### src/rtl/sr_latch_driver_if.sv
// sr_latch_driver_if: command handshake plus latch drive/readback bundle for sr_latch_driver.
// Latency: none, wires only; all timing lives in the driver.
// Backpressure: CMD_VALID is held by the requester until CMD_READY accepts it.
// Signals: CMD_VALID/CMD_SET/CMD_READY handshake, Q_FB/QN_FB latch readback,
//          S/R latch drive, DONE/FAULT/LEVEL command result.
interface sr_latch_driver_if;
  logic CMD_VALID;
  logic CMD_SET;
  logic CMD_READY;
  logic Q_FB;
  logic QN_FB;
  logic S;
  logic R;
  logic DONE;
  logic FAULT;
  logic LEVEL;

  // Requester / latch environment side
  modport master (
    output CMD_VALID, CMD_SET, Q_FB, QN_FB,
    input  CMD_READY, S, R, DONE, FAULT, LEVEL
  );

  // Driver side
  modport slave (
    input  CMD_VALID, CMD_SET, Q_FB, QN_FB,
    output CMD_READY, S, R, DONE, FAULT, LEVEL
  );
endinterface

### src/rtl/sr_latch_driver.sv
// sr_latch_driver: pulses S or R of an external SR latch, waits, then checks the Q/Qn readback.
// Latency: accept at edge k -> pulse k+1..k+PULSE_CYCLES, DONE at k+PULSE_CYCLES+GAP_CYCLES+1.
// Backpressure: CMD_READY only in IDLE; commands presented while busy are ignored, not queued.
// Ports: CLK (rising edge), RST_N (async active-low), bus (slave modport of sr_latch_driver_if):
//        CMD_VALID/CMD_SET in, CMD_READY out, Q_FB/QN_FB in, S/R/DONE/FAULT/LEVEL out (all registered).
module sr_latch_driver #(
  parameter int PULSE_CYCLES = 4,  // 1..255
  parameter int GAP_CYCLES   = 2   // 1..255
) (
  input logic           CLK,
  input logic           RST_N,
  sr_latch_driver_if.slave bus
);

  typedef enum logic [1:0] {
    IDLE  = 2'd0,
    PULSE = 2'd1,
    GAP   = 2'd2,
    CHECK = 2'd3
  } state_t;

  // Counters count down to zero, so a phase of N cycles is loaded with N-1.
  localparam logic [7:0] PULSE_LOAD = 8'(PULSE_CYCLES - 1);
  localparam logic [7:0] GAP_LOAD   = 8'(GAP_CYCLES - 1);

  state_t     state_q, state_d;
  logic [7:0] cnt_q, cnt_d;
  logic       tgt_q;
  logic       tgt_d;
  logic       ready_q;
  logic       s_q, r_q;
  logic       done_q;
  logic       fault_q;
  logic       level_q;
  logic       accept;
  logic       fb_bad;

  // ready_q is only ever high in IDLE, so it alone qualifies acceptance;
  // the state term keeps the intent explicit.
  assign accept = (state_q == IDLE) && ready_q && bus.CMD_VALID;

  // Target seen by the pulse outputs on the acceptance edge itself.
  assign tgt_d = accept ? bus.CMD_SET : tgt_q;

  // Readback is wrong if Q disagrees with the target, Qn is not its
  // complement, or both rails read the same value.
  assign fb_bad = (bus.Q_FB != tgt_q) || (bus.QN_FB != ~tgt_q) || (bus.Q_FB == bus.QN_FB);

  always_comb begin
    state_d = state_q;
    cnt_d   = cnt_q;
    unique case (state_q)
      IDLE: begin
        if (accept) begin
          state_d = PULSE;
          cnt_d   = PULSE_LOAD;
        end
      end
      PULSE: begin
        if (cnt_q == 8'd0) begin
          state_d = GAP;
          cnt_d   = GAP_LOAD;
        end else begin
          cnt_d = cnt_q - 8'd1;
        end
      end
      GAP: begin
        if (cnt_q == 8'd0) begin
          state_d = CHECK;
          cnt_d   = 8'd0;
        end else begin
          cnt_d = cnt_q - 8'd1;
        end
      end
      CHECK: begin
        state_d = IDLE;
        cnt_d   = 8'd0;
      end
      default: begin
        state_d = IDLE;
        cnt_d   = 8'd0;
      end
    endcase
  end

  // Outputs are registered from the next state so they line up with the
  // state they describe; S and R are decoded from one target bit and can
  // never be high together.
  always_ff @(posedge CLK or negedge RST_N) begin
    if (!RST_N) begin
      state_q <= IDLE;
      cnt_q   <= 8'd0;
      tgt_q   <= 1'b0;
      ready_q <= 1'b0;
      s_q     <= 1'b0;
      r_q     <= 1'b0;
      done_q  <= 1'b0;
      fault_q <= 1'b0;
      level_q <= 1'b0;
    end else begin
      state_q <= state_d;
      cnt_q   <= cnt_d;
      tgt_q   <= tgt_d;
      ready_q <= (state_d == IDLE);
      s_q     <= (state_d == PULSE) &&  tgt_d;
      r_q     <= (state_d == PULSE) && !tgt_d;
      done_q  <= (state_d == CHECK);
      if (accept) begin
        level_q <= bus.CMD_SET;
      end
      // Readback is sampled only on the edge that enters CHECK so FAULT
      // appears together with DONE and stays put until the next check.
      if (state_d == CHECK) begin
        fault_q <= fb_bad;
      end
    end
  end

  assign bus.CMD_READY = ready_q;
  assign bus.S         = s_q;
  assign bus.R         = r_q;
  assign bus.DONE      = done_q;
  assign bus.FAULT     = fault_q;
  assign bus.LEVEL     = level_q;

endmodule

### src/flat_wrapper.sv
// flat-port wrapper written by rule: the top's interface ports become plain ports
module sr_latch_driver_flat 
#(
  parameter int PULSE_CYCLES = 4,           
  parameter int GAP_CYCLES   = 2            
)
  (CLK, RST_N, bus_CMD_VALID, bus_CMD_SET, bus_Q_FB, bus_QN_FB, bus_CMD_READY, bus_S, bus_R, bus_DONE, bus_FAULT, bus_LEVEL);
  sr_latch_driver_if bus_i ();
  input logic CLK;
  input logic RST_N;
  input wire logic [$bits(bus_i.CMD_VALID)-1:0] bus_CMD_VALID;
  input wire logic [$bits(bus_i.CMD_SET)-1:0] bus_CMD_SET;
  input wire logic [$bits(bus_i.Q_FB)-1:0] bus_Q_FB;
  input wire logic [$bits(bus_i.QN_FB)-1:0] bus_QN_FB;
  output wire logic [$bits(bus_i.CMD_READY)-1:0] bus_CMD_READY;
  output wire logic [$bits(bus_i.S)-1:0] bus_S;
  output wire logic [$bits(bus_i.R)-1:0] bus_R;
  output wire logic [$bits(bus_i.DONE)-1:0] bus_DONE;
  output wire logic [$bits(bus_i.FAULT)-1:0] bus_FAULT;
  output wire logic [$bits(bus_i.LEVEL)-1:0] bus_LEVEL;
  assign bus_i.CMD_VALID = bus_CMD_VALID;
  assign bus_i.CMD_SET = bus_CMD_SET;
  assign bus_i.Q_FB = bus_Q_FB;
  assign bus_i.QN_FB = bus_QN_FB;
  assign bus_CMD_READY = bus_i.CMD_READY;
  assign bus_S = bus_i.S;
  assign bus_R = bus_i.R;
  assign bus_DONE = bus_i.DONE;
  assign bus_FAULT = bus_i.FAULT;
  assign bus_LEVEL = bus_i.LEVEL;
  sr_latch_driver #(.PULSE_CYCLES(PULSE_CYCLES), .GAP_CYCLES(GAP_CYCLES)) u_core (.CLK(CLK), .RST_N(RST_N), .bus(bus_i));
endmodule
### config.mk
export PLATFORM = sky130hd
export DESIGN_NAME = sr_latch_driver_flat
export DESIGN_NICKNAME = d
export VERILOG_FILES = /design/src/rtl/sr_latch_driver_if.sv /design/src/rtl/sr_latch_driver.sv /design/src/flat_wrapper.sv
export SDC_FILE = /design/constraint.sdc
export NUM_CORES = 1
export LEC_CHECK = 0
export ABC_AREA = 1
export CORE_MARGIN = 2
export CORE_UTILIZATION = 52
export CTS_CLUSTER_DIAMETER = 100
export DETAILED_ROUTE_END_ITERATION = 6
export GPL_TIMING_DRIVEN = 0
export HOLD_SLACK_MARGIN = 0.1
export PLACE_DENSITY_LB_ADDON = 0.25
export SETUP_SLACK_MARGIN = 0.2
export SLEW_MARGIN = 15
export SYNTH_ARGS = -nofsm -noshare
export SYNTH_HDL_FRONTEND = slang
export SYNTH_SLANG_ARGS = --single-unit
export TNS_END_PERCENT = 5
### constraint.sdc
create_clock -name CLK -period 1.44 [get_ports CLK]
set_input_delay 0.288 -clock CLK [delete_from_list [all_inputs] [get_ports CLK]]
set_output_delay 0.288 -clock CLK [all_outputs]
set_load 0.02 [all_outputs]
==> results.toml <==
[status]
status = "completed"

[worst_setup_path]
crit_path_end_kind = "register"
arrival_ns = 1.58
critPathKind = "reg2reg"
cp.buffers_inverters = 2
slowest_delay_ns = 0.40
crit_fanout = 4
cpLargestDelayFamily = "flip-flops"
path_cells = "inv_2 > buf_4 > nand3_1 > o21ai_0 > nand3_1 > o21ai_0"
critPathRequiredTime_ns = 1.67
crit_path_top_delay_cell = "dfrtp_1"
start_kind = "register"

[cts]
cts_buffer_depth = 2
cts_buffers = 3
cts_root_buf = "clkbuf_4"
clk_pin_slew_worst_paths_ns = 0.10
clock_latency_ns = 0.30
htreeDepth = 1
clock_sinks = 17
cts_tree = "yes"
ctsHoldBuffers = 0

[grt]
grt_pass1_wl_mm = 2.91
grt_pass1_vias = 683
grt_max_degree = 18
grt_antenna_before_repair = 0
grt.overflow.total = 0
grt_use_total_pct = 20.6

[placement]
placement.io_buffers = 11
place.gp.congestion = 0.791
place_area_um2 = 1020
place_hpwl_mm = 1.25

[finish]
final_nets = 135
drive_above_1_share_pct = 24.6
diodes = 0
area_delta_synth_final_pct = 26.5
final_cell_mix = "nand2_1 (17), dfrtp_1 (17), inv_1 (14), nor2_1 (10)"
multi_input_area_um2 = 450
fillers = 113
register_area_um2 = 425
postLayoutCellArea_um2 = 1120

[power_and_ir_drop]
power.internal_uw = 1360
powerDensity_nw_per_um2 = 2260
p_leak_uw = 0.000568
seqPwrFrac_pct = 32.7
p_sw_uw = 1180
swShare_pct = 46.6
pwr-share-clk_pct = 10.7
vdd_ir_drop_max_v = 0.00142
combPwrFrac_pct = 56.5

[synthesis]
synth.distinct_cells = 21
synth_area_um2 = 888
synth_nets = 116
synth_area_per_cell_um2 = 8.23
syn_inst = 108
ys_ff_latch = 17
seq_area_frac_synth_pct = 47.9
yosys_warnings = 0

[sta]
max_freq_ghz = 0.743
finalClockSkew_ns = 0.000494
setup_viol = 0
slew_headroom_pct = 50.2
hold_slack_ns = 0.411
period_minus_slack_ns = 1.35
grt_setup_unrepaired = "true"
timing.final.crit_share_pct = 93.5
maxSlewViolCount = 0
finalHoldViolations = 0
worst_slew_pin_slew_ns = 0.744

[run]
drv_cap = 0

[die]
core_um2 = 1560
initial_utilization_pct = 57.0
die_area_um2 = 2050
die_x_um = 45.3
die_h_um = 45.3
rows = 14
io_pins = 12

[detailed_routing]
drt-initial-drc-count = 10
vias = 746
detail-route-antenna-nets = 0
vias_per_cell = 5.25
wl_per_cell_um = 13.0
dr.pass1.iters = 4
drc = 0
wl_mm = 1.85

[worst_hold_path]
holdCritPathClass = "in2async"
==> registers in the layout, summed over array words and instances (netlist names) <==
signal and flops:
u_core.bus.FAULT 1, u_core.tgt_q 1, u_core.bus.LEVEL 1, u_core.bus.S 1, u_core.bus.CMD_READY 1, u_core.cnt_q 8, u_core.state_q 2, u_core.bus.DONE 1
u_core.bus.R 1
==> cells by family after synthesis <==
| family | share of synthesized area, % |
|---|---|
| xor+xnor | 4.93 |
| flops | 47.9 |
| buf+inv | 8.03 |
| compound gates | 8.87 |
| simple gates | 27.5 |
| fa+ha+maj | 2.82 |
==> layer usage <==
layer  up-vias  global-route usage [%]  part of all wire [%]  wire, um
li1        376                       -                     -         -
met1       345                    26.5                    42       787
met2        18                    31.7                    49       913
met3         7                    3.60                   3.4        63
met4         0                    13.5                   4.8        88
met5         -                       0                     0         0
==> timing repair <==
item	in CTS	in global routing
buffers inserted	2	1
pin swaps	4	4
setup endpoints to repair	21	19
resized for setup	19	9
gates cloned	0	0
endpoints found under the hold margin	0	0
==> metrics by stage <==
step	worst slack, ns	power (uW)	utilization [%]	setup TNS [ns]	instances
after floorplan	0.201	1710	-	0	108
after global placement	-0.0304	2000	65.3	-0.0357	135
after detailed placement	-0.0601	2050	65.3	-0.100	135
after CTS	0.168	2400	69.5	0	141
after global routing	0.0293	2760	72.1	0	142
final	0.0941	2540	72.1	0	142
==> final cells by class <==
cell class / count / share of cell area [%]
Inverter: 19 / 6.35
Tap cell: 16 / 1.78
Clock buffer: 4 / 2.34
Sequential cell: 17 / 37.9
Timing Repair Buffer: 14 / 11.6
Multi-Input combinational cell: 72 / 40.1
==> final timing paths <==
| check | start | endpoint | slack, ns | cells past startpoint |
|---|---|---|---|---|
| setup / recovery | u_core.cnt_q[0]$_DFFE_PN0P_ | u_core.cnt_q[7]$_DFFE_PN0P_ | 0.09 | 6 |
| hold / removal | RST_N | u_core.cnt_q[3]$_DFFE_PN0P_ | 0.41 | 1 |
| setup reg to reg | u_core.cnt_q[0]$_DFFE_PN0P_ | u_core.cnt_q[7]$_DFFE_PN0P_ | 0.09 | 6 |
| hold reg to reg | u_core.bus.FAULT$_DFFE_PN0P_ | u_core.bus.FAULT$_DFFE_PN0P_ | 0.49 | 2 |
| max in group asynchronous | RST_N | u_core.cnt_q[2]$_DFFE_PN0P_ | 0.56 | 1 |
| min in group CLK | u_core.bus.FAULT$_DFFE_PN0P_ | u_core.bus.FAULT$_DFFE_PN0P_ | 0.49 | 2 |
==> power groups by stage <==
stage / logic (uW) / registers, uW / clock network (uW)
after floorplan: 835 / 878 / 0
after global placement: 1180 / 819 / 0
after detailed placement: 1220 / 827 / 0
after CTS: 1300 / 823 / 268
after global routing: 1610 / 853 / 292
final: 1440 / 832 / 273
==> synthesized netlist by cell type, drive strengths merged <==
cell / instances / area (um^2)
a21oi: 4 / 20.0
dfrtp: 17 / 425
ha: 2 / 25.0
inv: 19 / 71.3
nand2: 24 / 105
nand3: 9 / 45.0
nand3b: 1 / 7.51
nand4: 1 / 6.26
nor2: 14 / 65.1
nor3: 2 / 15.0
o21ai: 9 / 52.6
o22ai: 1 / 6.26
xnor2: 1 / 8.76
xor2: 4 / 35.0
(Power assumes the default switching activity.)
